`src/rtl/mips_pkg.sv`:
```
// Shared MIPS pipeline definitions: write-data source select, load type
// encodings and the program counter reset vector.
package mips_pkg;

    // Write-data source for the W-stage register file write.
    typedef enum logic [1:0] {
        WD_AO   = 2'd0,   // ALU result
        WD_LOAD = 2'd1,   // extended data-memory word
        WD_LINK = 2'd2,   // return address for jal/jalr (pc4 + 4)
        WD_AO_X = 2'd3    // alias of WD_AO
    } wd_sel_e;

    // Load type; codes 5-7 behave like lw.
    typedef enum logic [2:0] {
        LD_LW  = 3'd0,
        LD_LB  = 3'd1,
        LD_LBU = 3'd2,
        LD_LH  = 3'd3,
        LD_LHU = 3'd4
    } ld_type_e;

    localparam logic [31:0] PC_RESET = 32'h0000_3000;

    // Sign-extend a byte to a word.
    function automatic logic [31:0] sext8(input logic [7:0] b);
        return {{24{b[7]}}, b};
    endfunction

    // Sign-extend a halfword to a word.
    function automatic logic [31:0] sext16(input logic [15:0] h);
        return {{16{h[15]}}, h};
    endfunction

endpackage

```
`src/rtl/load_ext.sv`:
```
// Load data extension: picks the addressed byte or halfword out of the raw
// memory word and sign- or zero-extends it to 32 bits.
module load_ext
    import mips_pkg::*;
(
    input  logic [31:0] dr,
    input  logic [1:0]  ao,
    input  logic [2:0]  ld_type,
    output logic [31:0] data
);

    logic [7:0]  byte_v;
    logic [15:0] half_v;

    // Select the byte addressed by ao and the halfword addressed by ao[1].
    always_comb begin
        // NOTE: every combinational output gets a default first so no path leaves it unassigned and no latch is inferred.
        byte_v = dr[7:0];
        case (ao)
            2'd1:    byte_v = dr[15:8];
            2'd2:    byte_v = dr[23:16];
            2'd3:    byte_v = dr[31:24];
            default: byte_v = dr[7:0];
        endcase
        half_v = ao[1] ? dr[31:16] : dr[15:0];
    end

    // Extend the selected lane according to the load type.
    always_comb begin
        data = dr;
        case (ld_type)
            LD_LB:   data = sext8(byte_v);
            LD_LBU:  data = {24'd0, byte_v};
            LD_LH:   data = sext16(half_v);
            LD_LHU:  data = {16'd0, half_v};
            default: data = dr;
        endcase
    end

endmodule

```
`src/rtl/wb_grf.sv`:
```
// Write-back stage general register file: 32 x 32-bit registers with
// write-through bypass on both read ports and a one-cycle-delayed commit log.
module wb_grf
    import mips_pkg::*;
(
    input  logic        clk,
    input  logic        reset,
    input  logic        w_en,
    input  logic [4:0]  A3_34,
    input  logic [31:0] AO_34,
    input  logic [31:0] DR_34,
    input  logic [31:0] pc4_34,
    input  logic [31:0] pc_34,
    input  logic [1:0]  wd_sel,
    input  logic [2:0]  ld_type,
    input  logic [4:0]  rs_addr,
    input  logic [4:0]  rt_addr,
    output logic [31:0] rs_data,
    output logic [31:0] rt_data,
    output logic        log_valid,
    output logic [31:0] log_pc,
    output logic [4:0]  log_reg,
    output logic [31:0] log_data
);

    logic [31:0] regs [32];
    logic [31:0] ld_data;
    logic [31:0] wd;
    logic        wr_fire;

    load_ext u_load_ext (
        .dr      (DR_34),
        .ao      (AO_34[1:0]),
        .ld_type (ld_type),
        .data    (ld_data)
    );

    // A write happens only out of reset and never to register 0; the same
    // qualifier gates the bypass so reset also disables forwarding.
    assign wr_fire = reset && w_en && (A3_34 != 5'd0);

    // Choose the write data source; the link address wraps at 32 bits.
    always_comb begin
        wd = AO_34;
        case (wd_sel)
            WD_LOAD: wd = ld_data;
            WD_LINK: wd = pc4_34 + 32'd4;
            default: wd = AO_34;
        endcase
    end

    // Register array update with asynchronous clear.
    always_ff @(posedge clk or negedge reset) begin
        if (!reset) begin
            // NOTE: the whole array is cleared on reset, which forces it into flops rather than a RAM macro; the architecture requires every register to read 0 after reset.
            for (int i = 0; i < 32; i++) begin
                // NOTE: sequential state uses non-blocking assignment so every flop samples pre-edge values.
                regs[i] <= '0;
            end
        end else if (wr_fire) begin
            regs[A3_34] <= wd;
        end
    end

    // rs read port: reset forces 0, register 0 is hardwired, same-cycle write wins.
    always_comb begin
        rs_data = '0;
        if (reset && rs_addr != 5'd0) begin
            if (wr_fire && rs_addr == A3_34) rs_data = wd;
            else                             rs_data = regs[rs_addr];
        end
    end

    // rt read port: same rules as rs, evaluated independently.
    always_comb begin
        rt_data = '0;
        if (reset && rt_addr != 5'd0) begin
            if (wr_fire && rt_addr == A3_34) rt_data = wd;
            else                             rt_data = regs[rt_addr];
        end
    end

    // Commit log: valid pulses for one cycle after a write, fields hold otherwise.
    always_ff @(posedge clk or negedge reset) begin
        if (!reset) begin
            log_valid <= 1'b0;
            log_pc    <= PC_RESET;
            log_reg   <= '0;
            log_data  <= '0;
        end else begin
            log_valid <= wr_fire;
            if (wr_fire) begin
                log_pc   <= pc_34;
                log_reg  <= A3_34;
                log_data <= wd;
            end
        end
    end

endmodule
```
`config.mk`:
```
export PLATFORM = sky130hd
export DESIGN_NAME = wb_grf
export DESIGN_NICKNAME = d
export VERILOG_FILES = /design/src/rtl/mips_pkg.sv /design/src/rtl/load_ext.sv /design/src/rtl/wb_grf.sv
export SDC_FILE = /design/constraint.sdc
export NUM_CORES = 2
export LEC_CHECK = 0
export ABC_AREA = 0
export CAP_MARGIN = 40
export CORE_MARGIN = 1
export CORE_UTILIZATION = 24
export CTS_CLUSTER_DIAMETER = 30
export CTS_CLUSTER_SIZE = 24
export DETAILED_ROUTE_END_ITERATION = 16
export PLACE_DENSITY_LB_ADDON = 0.3
export RECOVER_POWER = 50
export SLEW_MARGIN = 20
export SYNTH_ARGS = -nofsm -noshare
export SYNTH_HDL_FRONTEND = slang
export SYNTH_SLANG_ARGS = --single-unit
```
`constraint.sdc`:
```
create_clock -name clk -period 9.4 [get_ports clk]
set_input_delay 1.88 -clock clk [delete_from_list [all_inputs] [get_ports clk]]
set_output_delay 1.88 -clock clk [all_outputs]
set_load 0.01 [all_outputs]
```
==> run_results.csv <==
group,metric,value,unit
pwr,power_density,252,nW/µm²
sta,setup_tns,0,ns
sta,period_minus_slack,8.45,ns
yosys,synth.avg_cell_area,10.7,µm²
setup_path,cp.required,7.52,ns
clock_tree,cts_setup_buffers,0,
yosys,async_flop_share,1.00,
clock_tree,ctsHtreeMaxLevel,5,
sta,max_freq,0.118,GHz
sta,clock-skew-final,0,ns
yosys,ys_ff_latch,1094,
yosys,synth_common_cells,"nand2_1, dfrtp_1, o21ai_0",
grt,grt_pass1_vias,46100,
floorplanning,initial_core_util,0.241,
finish,instances_no_fill,8918,
yosys,synth_seq_area_share,0.476,
finish,nets,5676,
clock_tree,cts_hold_buf,0,
finish,syn2layout_area_growth,29.4,%
finish,nFillCells,24100,
setup_path,crit_arrival,6.57,ns
drt,drt_iter0_markers,4056,
finish,largest_reg_flops,1024,
sta,post-route-worst-setup-slack,0.954,ns
worst_hold_path,min_path_type,"reg2reg",
finish,final_cell_area,74400,µm²
setup_path,startpoint_type,"primary input",
drt,firstDrtPassIters,11,
drt,viasPerCell,5.10,
placed_design,place_area,64100,µm²
yosys,synthTopCellsByArea,"dfrtp_1, mux4_2, o21ai_0",
pwr,power_leakage,31.2,nW
floorplanning,chipHeight,491,µm
pwr,power,18.8,mW
sta,rsz0062_at_grt,"no",
yosys,synthesis.area,57500,µm²
yosys,yosysUniqueCellTypes,72,
floorplanning,rows,179,
clock_tree,clockBufferDepth,4,
drt,num_vias,45500,
yosys,syn_nets,5515,
sta,worst_slew_pin_slew,3.41,ns
sta,post-route-period-util,0.899,
floorplanning,core_area,238000,µm²
floorplanning,boundaryPins,285,
outcome,outcome,"complete, but fails checks",
placed_design,place_inst,8383,
yosys,yosysMostFrequentCell,"nand2_1",
placed_design,place_congestion,0.862,
floorplanning,die_area,242000,µm²
setup_path,endpoint_kind,"output port",
finish,top_register,"regs",
placed_design,io_buffers,284,
clock_tree,clk_pin_slew,0.04,ns
outcome,violations,"DRC, capacitance limit, slew limit",
drt,post_drt_wl_per_cell,25.5,µm
grt,grt_max_degree,177,
run,cap_violations,21,
yosys,yosysTopAreaCell,"dfrtp_1",
clock_tree,clkSinkCount,1094,
setup_path,path_max_fanout,34,
placed_design,post-dp-hpwl,138000,µm
finish,drive_above_1_share,0.200,
sta,slew_violations,899,
drt,routed_wl,227000,µm
clock_tree,clk_latency,0.89,ns
grt,grt_usage,0.187,
yosys,yosysWarnings,0,
finish,seq_area,27400,µm²
clock_tree,cts_tree,"yes",
pwr,vdd_drop_max,0.000197,V
sta,finalSetupViolations,0,
yosys,synthFlopType,"dfrtp_1",
setup_path,path_class,"in2out",
clock_tree,numCtsBuffers,302,
finish,reg_top3,"regs x1024, log_data x32, log_pc x32",
sta,hold_violations,0,
drt,final_antenna_net_count,0,
clock_tree,cts-root-buf,"clkbuf_16",
yosys,synthCells,5361,
yosys,synth-edff-count,0,
placed_design,pre_cts_ws,1.52,ns
sta,slew_headroom,-1.27,
clock_tree,cts_resized,0,
drt,post-route-drc-count,8,
yosys,synth_top_area_share,0.475,
grt,grt_pass1_wl,331000,µm
grt,grt-ovfl-total,0,
finish,multiInputGateArea,28100,µm²
floorplanning,die_w,491,µm
grt,antenna_found_initial,8,
-- per-layer routing --
metal  global-route usage  routed length, µm  vias to the layer above
met3               0.0326              12500                      558
met4               0.0915              11500                        2
met5                    0                 17                        -
met2                0.314             112000                     1655
met1                0.230              91400                    23300
li1                     -                  -                    20000
-- where the power goes --
part	internal (mW)	switching (mW)	total, mW
logic	1.04	1.32	2.36
clock network	7.60	3.06	10.7
registers	5.31	0.445	5.76
total	13.9	4.83	18.8
-- metrics by stage --
stage | hold slack [ns] | util
global placement | 0.376 | 0.266
finish | 0.389 | 0.312
CTS | 0.392 | 0.313
floorplan | 0.441 | -
global route | 0.405 | 0.312
detailed placement | 0.383 | 0.269
-- layout by cell type, fill, tap and decap left out, types with 24 or more instances in the layout --
master	netlist	layout
nor2_1	148	146
nand2_4	0	24
o21ai_1	71	71
bufinv_16	0	48
a221oi_1	130	131
o21ai_0	1077	1079
clkbuf_8	0	44
mux4_2	449	449
mux2i_1	271	271
clkbuf_1	397	57
clkinvlp_4	0	30
clkinv_2	0	53
dfrtp_1	1092	1092
dlygate4sd3_1	0	73
nand2_1	1176	1152
buf_12	0	28
buf_4	20	72
a22oi_1	132	131
clkdlybuf4s50_1	0	202
a21oi_1	25	25
clkbuf_16	0	311
-- area by class of cell --
type                       count  share of cell area
inverter                      15            0.000824
tap                         3167              0.0533
clock inverter               142              0.0275
sequential                  1094               0.368
antenna                        6            0.000202
timing repair buffer         422              0.0590
multi-input combinational   3687               0.377
clock buffer                 385               0.114
-- critical path, stage by stage --
cell	delay, ns
clkdlybuf4s50_1	0.51
inv_1	0.05
ha_1	0.76
buf_4	0.48
nor2_4	0.19
nand2_1	0.11
and3_1	0.15
clkbuf_1	1.35
o21ai_0	0.44
clkdlybuf4s50_1	0.61
-- cells by family after synthesis --
family,count (synthesis),share of synthesized area
buffers and inverters,580,0.0425
muxes,720,0.223
DFF,1094,0.476
xor gates and xnor gates,34,0.00518
and+or+nand+nor,1422,0.0975
AOI/OAI and AO/OA,1508,0.155
adders and majority gates,3,0.000653
-- worst paths after layout --
path / startpoint / to / slack (ns) / depth (start not counted)
max: wd_sel[0] / rt_data[4] / 0.95 / 10
min in group asynchronous: reset / log_data[24] / 1.00 / 1
min reg2reg: regs[1019] / regs[1019] / 0.39 / 0
min: regs[1019] / regs[1019] / 0.39 / 0
max in group asynchronous: reset / regs[577] / 1.84 / 5
max reg2reg: log_data[21] / log_data[21] / 8.42 / 2
No activity file was read; power rests on OpenSTA's default activity.
